`config.mk`:
```
export PLATFORM = sky130hd
export DESIGN_NAME = memory_stage
export DESIGN_NICKNAME = d
export VERILOG_FILES = /design/src/rtl/memory_stage.sv
export SDC_FILE = /design/constraint.sdc
export NUM_CORES = 1
export LEC_CHECK = 0
export ABC_CLOCK_PERIOD_IN_PS = 1900
export CORE_AREA = 2 2 122 124
export CTS_BUF_LIST = sky130_fd_sc_hd__clkbuf_8
export CTS_CLUSTER_DIAMETER = 40
export DETAILED_ROUTE_END_ITERATION = 7
export DIE_AREA = 0 0 124 126
export PLACE_DENSITY = 0.81
export SLEW_MARGIN = 25
export SYNTH_ARGS = -nofsm -noshare
export SYNTH_HDL_FRONTEND = slang
export SYNTH_SLANG_ARGS = --single-unit
```
`constraint.sdc`:
```
create_clock -name clk -period 1.9 [get_ports clk]
set_clock_uncertainty 0.05 [all_clocks]
set_input_delay 0.19 -clock clk [delete_from_list [all_inputs] [get_ports clk]]
set_output_delay 0.19 -clock clk [all_outputs]
set_load 0.02 [all_outputs]
```
`src/rtl/memory_stage.sv`:
```
// rtl/memory_stage.sv - RISC-V M stage: data-memory handshake, upstream stall and M/W register.
// Optional abort-on-timeout is enabled by defining MEMSTAGE_TIMEOUT_EN.
module memory_stage #(
    parameter int WIDTH          = 32,
    parameter int TIMEOUT_CYCLES = 255
) (
    input  logic             clk,
    input  logic             rst,
    input  logic [WIDTH-1:0] ALUResultM,
    input  logic [WIDTH-1:0] WriteDataM,
    input  logic [WIDTH-1:0] PCPlus4M,
    input  logic [4:0]       RdM,
    input  logic             RegWriteM,
    input  logic             MemWriteM,
    input  logic [1:0]       ResultSrcM,
    input  logic             mem_ready,
    input  logic [WIDTH-1:0] mem_rdata,
    output logic             mem_req,
    output logic             mem_we,
    output logic [WIDTH-1:0] mem_addr,
    output logic [WIDTH-1:0] mem_wdata,
    output logic             StallM,
    output logic [WIDTH-1:0] ALUResultW,
    output logic [WIDTH-1:0] ReadDataW,
    output logic [WIDTH-1:0] PCPlus4W,
    output logic [4:0]       RdW,
    output logic             RegWriteW,
    output logic [1:0]       ResultSrcW,
    output logic             MemErrW
);

    typedef enum logic {IDLE, WAIT} state_t;

    state_t state, state_next;
    logic   is_load;
    logic   access;
    logic   timeout;

    if (TIMEOUT_CYCLES < 1 || TIMEOUT_CYCLES > 255) begin : g_bad_timeout
        $error("memory_stage: TIMEOUT_CYCLES must be in 1..255");
    end

    assign is_load   = (ResultSrcM == 2'b01);
    assign access    = MemWriteM | is_load;
    // Request is gated by reset so the memory sees no access while the core is held.
    assign mem_req   = access & rst;
    assign mem_we    = MemWriteM;
    assign mem_addr  = ALUResultM;
    assign mem_wdata = WriteDataM;
    assign StallM    = access & ~mem_ready & ~timeout;

`ifdef MEMSTAGE_TIMEOUT_EN
    logic [7:0] wait_count;

    assign timeout = (state == WAIT) && (wait_count == 8'(TIMEOUT_CYCLES)) && !mem_ready;

    always_ff @(posedge clk or negedge rst) begin
        if (!rst) begin
            wait_count <= 8'd0;
        end else if (state == IDLE && state_next == WAIT) begin
            wait_count <= 8'd0;
        end else if (state == WAIT) begin
            wait_count <= wait_count + 8'd1;
        end
    end
`else
    assign timeout = 1'b0;
`endif

    always_comb begin
        state_next = state;
        case (state)
            IDLE: if (access && !mem_ready) state_next = WAIT;
            WAIT: if (mem_ready || timeout) state_next = IDLE;
            default: state_next = IDLE;
        endcase
    end

    always_ff @(posedge clk or negedge rst) begin
        if (!rst) begin
            state <= IDLE;
        end else begin
            state <= state_next;
        end
    end

    // M/W holds while stalled so W-stage forwarding keeps seeing the older result.
    always_ff @(posedge clk or negedge rst) begin
        if (!rst) begin
            ALUResultW <= '0;
            ReadDataW  <= '0;
            PCPlus4W   <= '0;
            RdW        <= '0;
            RegWriteW  <= 1'b0;
            ResultSrcW <= 2'b00;
            MemErrW    <= 1'b0;
        end else if (!StallM) begin
            ALUResultW <= ALUResultM;
            PCPlus4W   <= PCPlus4M;
            RdW        <= RdM;
            ResultSrcW <= ResultSrcM;
            if (timeout) begin
                ReadDataW <= '0;
                RegWriteW <= 1'b0;
                MemErrW   <= 1'b1;
            end else begin
                ReadDataW <= is_load ? mem_rdata : '0;
                RegWriteW <= RegWriteM;
                MemErrW   <= 1'b0;
            end
        end
    end

endmodule
```
==> impl_metrics.json <==
{
  "number_of_antenna_violations_at_the_first_check_in_global_routing": 0,
  "synth.top_cell.area_share_pct": 55.3,
  "synth_top_area_cell": "sky130_fd_sc_hd__dfrtp_1",
  "final.period_utilization_pct": 92.9,
  "cts_buffer_depth": 2,
  "synth_area_leaders": "sky130_fd_sc_hd__dfrtp_1 55%, sky130_fd_sc_hd__mux2_2 17%, sky130_fd_sc_hd__buf_4 11%, sky130_fd_sc_hd__mux2i_1 6.6%, sky130_fd_sc_hd__o21ai_0 3.2%",
  "syn_area_per_cell_um2": 12.8,
  "final-setup-viol-count": 0,
  "gr-usage-all-layers_pct": 15.2,
  "total_power_mw": 5.26,
  "yosys.area_share.simple_pct": 3.35,
  "start_kind": "input port",
  "avgRoutedWirePerCell_um": 15.9,
  "synth_warnings": 0,
  "sequential_element_share_of_the_synthesized_area_pct": 55.3,
  "crit_required_ns": 1.66,
  "layout.cells.most_common": "sky130_fd_sc_hd__clkdlybuf4s50_1",
  "power.density_cell_area_nw_per_um2": 742,
  "detail_route.drc_violations": 0,
  "worst-path-max-fanout": 4,
  "worst-endpoint-arrival_ns": 1.52,
  "maxSlewViolCount": 0,
  "totalNegativeSetupSlack_ns": 0,
  "grt_overflow": 0,
  "largest_net_degree_at_the_start_of_global_routing": 105,
  "first_drt_pass_iteration_count": 4,
  "drive_gt1_share_pct": 18.6,
  "yosys-mux-area-fraction_pct": 23.4,
  "endpoint_kind": "output port",
  "synth_nets": 508,
  "cts_max_level": 3,
  "setup_slack_ns": 0.135,
  "timing.fmax_mhz": 567,
  "syn-cell-area_um2": 4700,
  "worst_pin_slew_ns": 0.559,
  "number_of_buffers_added_on_ports": 246,
  "cts_buffers": 9,
  "diodes": 0,
  "timing.slew.headroom_pct": 62.7,
  "finalWeightedCongestion": 0.804,
  "rsz0062_at_grt": "false",
  "synth_top_family_by_area": "multiplexers",
  "drt-initial-drc-count": 87,
  "viasPerCell": 4.47,
  "grt_first_pass_wirelength_um": 18000,
  "dpl_worst_slack_ns": -0.190,
  "cts_sinks": 104,
  "mostFrequentLayoutCells": "242 x sky130_fd_sc_hd__clkdlybuf4s50_1, 104 x sky130_fd_sc_hd__dfrtp_1, 70 x sky130_fd_sc_hd__mux2_2",
  "post_synth_inst_count": 368,
  "synth.ff_latch_count": 104,
  "die_area_um2": 15600,
  "design.portCount": 312,
  "timing.final.crit_period_ns": 1.76,
  "hold_viol": 0,
  "floorplan.initialDensity_pct": 32.9,
  "drt_wl_total_um": 11900,
  "nNetsFinal": 695,
  "via_count": 3322,
  "hp-class": "input port to output port",
  "yosys.area_share.xor_xnor_pct": 0,
  "half_perimeter_wire_length_after_placement_um": 9030,
  "route.antenna.remaining_nets": 0,
  "yosys.area_share.adder_pct": 0,
  "synthDistinctLibCells": 20,
  "clock_insertion_delay_worst_skew_ns": 0.38,
  "critical_path_class": "input port to output port",
  "root_buffer": "sky130_fd_sc_hd__clkbuf_8",
  "max-cap-violations": 0,
  "tritoncts": "done",
  "die_width_um": 124,
  "p_leak_nw": 2.96,
  "synth_compound_gate_area_share_pct": 4.36,
  "num_rows": 44,
  "outcome": "finished, final reports clean",
  "vdd_drop_max_mv": 0.388,
  "cts.repair_timing.setup_buffer_count": 0,
  "die_height_um": 126,
  "first_global_vias": 3490,
  "syn2layout_area_growth_pct": 50.8,
  "coreArea_um2": 14300
}
## final cells by class
| cell class | instances | area [um2] |
|---|---|---|
| clock buffers | 9 | 124 |
| fillers | 1256 | 7220 |
| repair buffers | 260 | 2580 |
| multi-input cells | 177 | 1470 |
| flip-flops and latches | 104 | 2600 |
| well taps | 184 | 230 |
| inverters | 3 | 11.3 |
| clock inverters | 7 | 70.1 |
## per-layer routing
metal	part of all wire, %	vias up	routed length (um)	track usage [%]
li1	-	1554	-	-
met1	38	1609	4490	17.0
met2	51	134	6110	25.7
met3	8.4	25	993	5.57
met4	2.3	0	269	6.54
met5	0	-	0	0
## report_power, final
group	internal (mW)	total, mW	switching, mW
registers	2.39	2.49	0.102
clock network	0.610	1.39	0.781
logic	0.756	1.37	0.618
## metrics by stage
| stage | area [um2] | util [%] | hold slack (ns) | cells |
|---|---|---|---|---|
| after floorplan | 4700 | - | -0.156 | 368 |
| after global placement | 6890 | 48.1 | 0.289 | 727 |
| after detailed placement | 6890 | 48.1 | 0.301 | 727 |
| after CTS | 7090 | 49.5 | 0.330 | 744 |
| after global routing | 7090 | 49.5 | 0.330 | 744 |
| final | 7090 | 49.5 | 0.330 | 744 |
## critical path, cell delays in order
cell and delay (ns):
sky130_fd_sc_hd__clkdlybuf4s50_1 0.54, sky130_fd_sc_hd__nand2b_4 0.09, sky130_fd_sc_hd__a21oi_4 0.31, sky130_fd_sc_hd__dlygate4sd2_1 0.39
## synth_stat cells, drive strengths merged
master,instances
dfrtp,104
buf,80
mux2,70
nand2,32
o21ai,32
mux2i,31
clkbuf,4
inv,3
nor2,3
a21oi,2
nor2b,2
a211oi,1
a21boi,1
conb,1
nand2b,1
o32ai,1
## flip-flops by register name (all words and copies together) (netlist names)
| signal | count |
|---|---|
| ALUResultW | 32 |
| PCPlus4W | 32 |
| RdW | 5 |
| ReadDataW | 32 |
| RegWriteW | 1 |
| ResultSrcW | 2 |
## cell families (layout without fill, tap and decap cells)
family                 count (synthesis)  after routing
buffers and inverters                 87            279
AND/OR/NAND/NOR                       38             38
AO/OA/AOI/OAI                         37             37
multiplexers                         101            101
other                                  1              1
flip-flops                           104            104
## worst paths after layout
kind                                             from                         end  slack, ns  depth (start not counted)
hold / removal                          WriteDataM[1]                mem_wdata[1]       0.33                          0
setup / recovery                        ResultSrcM[0]                      StallM       0.14                          4
setup reg to reg            ReadDataW[29]$_DFFE_PN0N_   ReadDataW[29]$_DFFE_PN0N_       0.98                          3
min in group asynchronous                         rst   ReadDataW[24]$_DFFE_PN0N_       0.45                          3
hold reg to reg            ALUResultW[23]$_DFFE_PN0N_  ALUResultW[23]$_DFFE_PN0N_       0.46                          1
max in group asynchronous                         rst   ALUResultW[6]$_DFFE_PN0N_       0.96                          3
## repair_timing
item | 4_1_cts | 5_1_grt
setup endpoints to repair | 2 | 0
hold buffers | 1 | 0
gates resized for setup | 2 | 0
endpoints found under the hold margin | 104 | 0
Power figures use the tool's default switching activity.
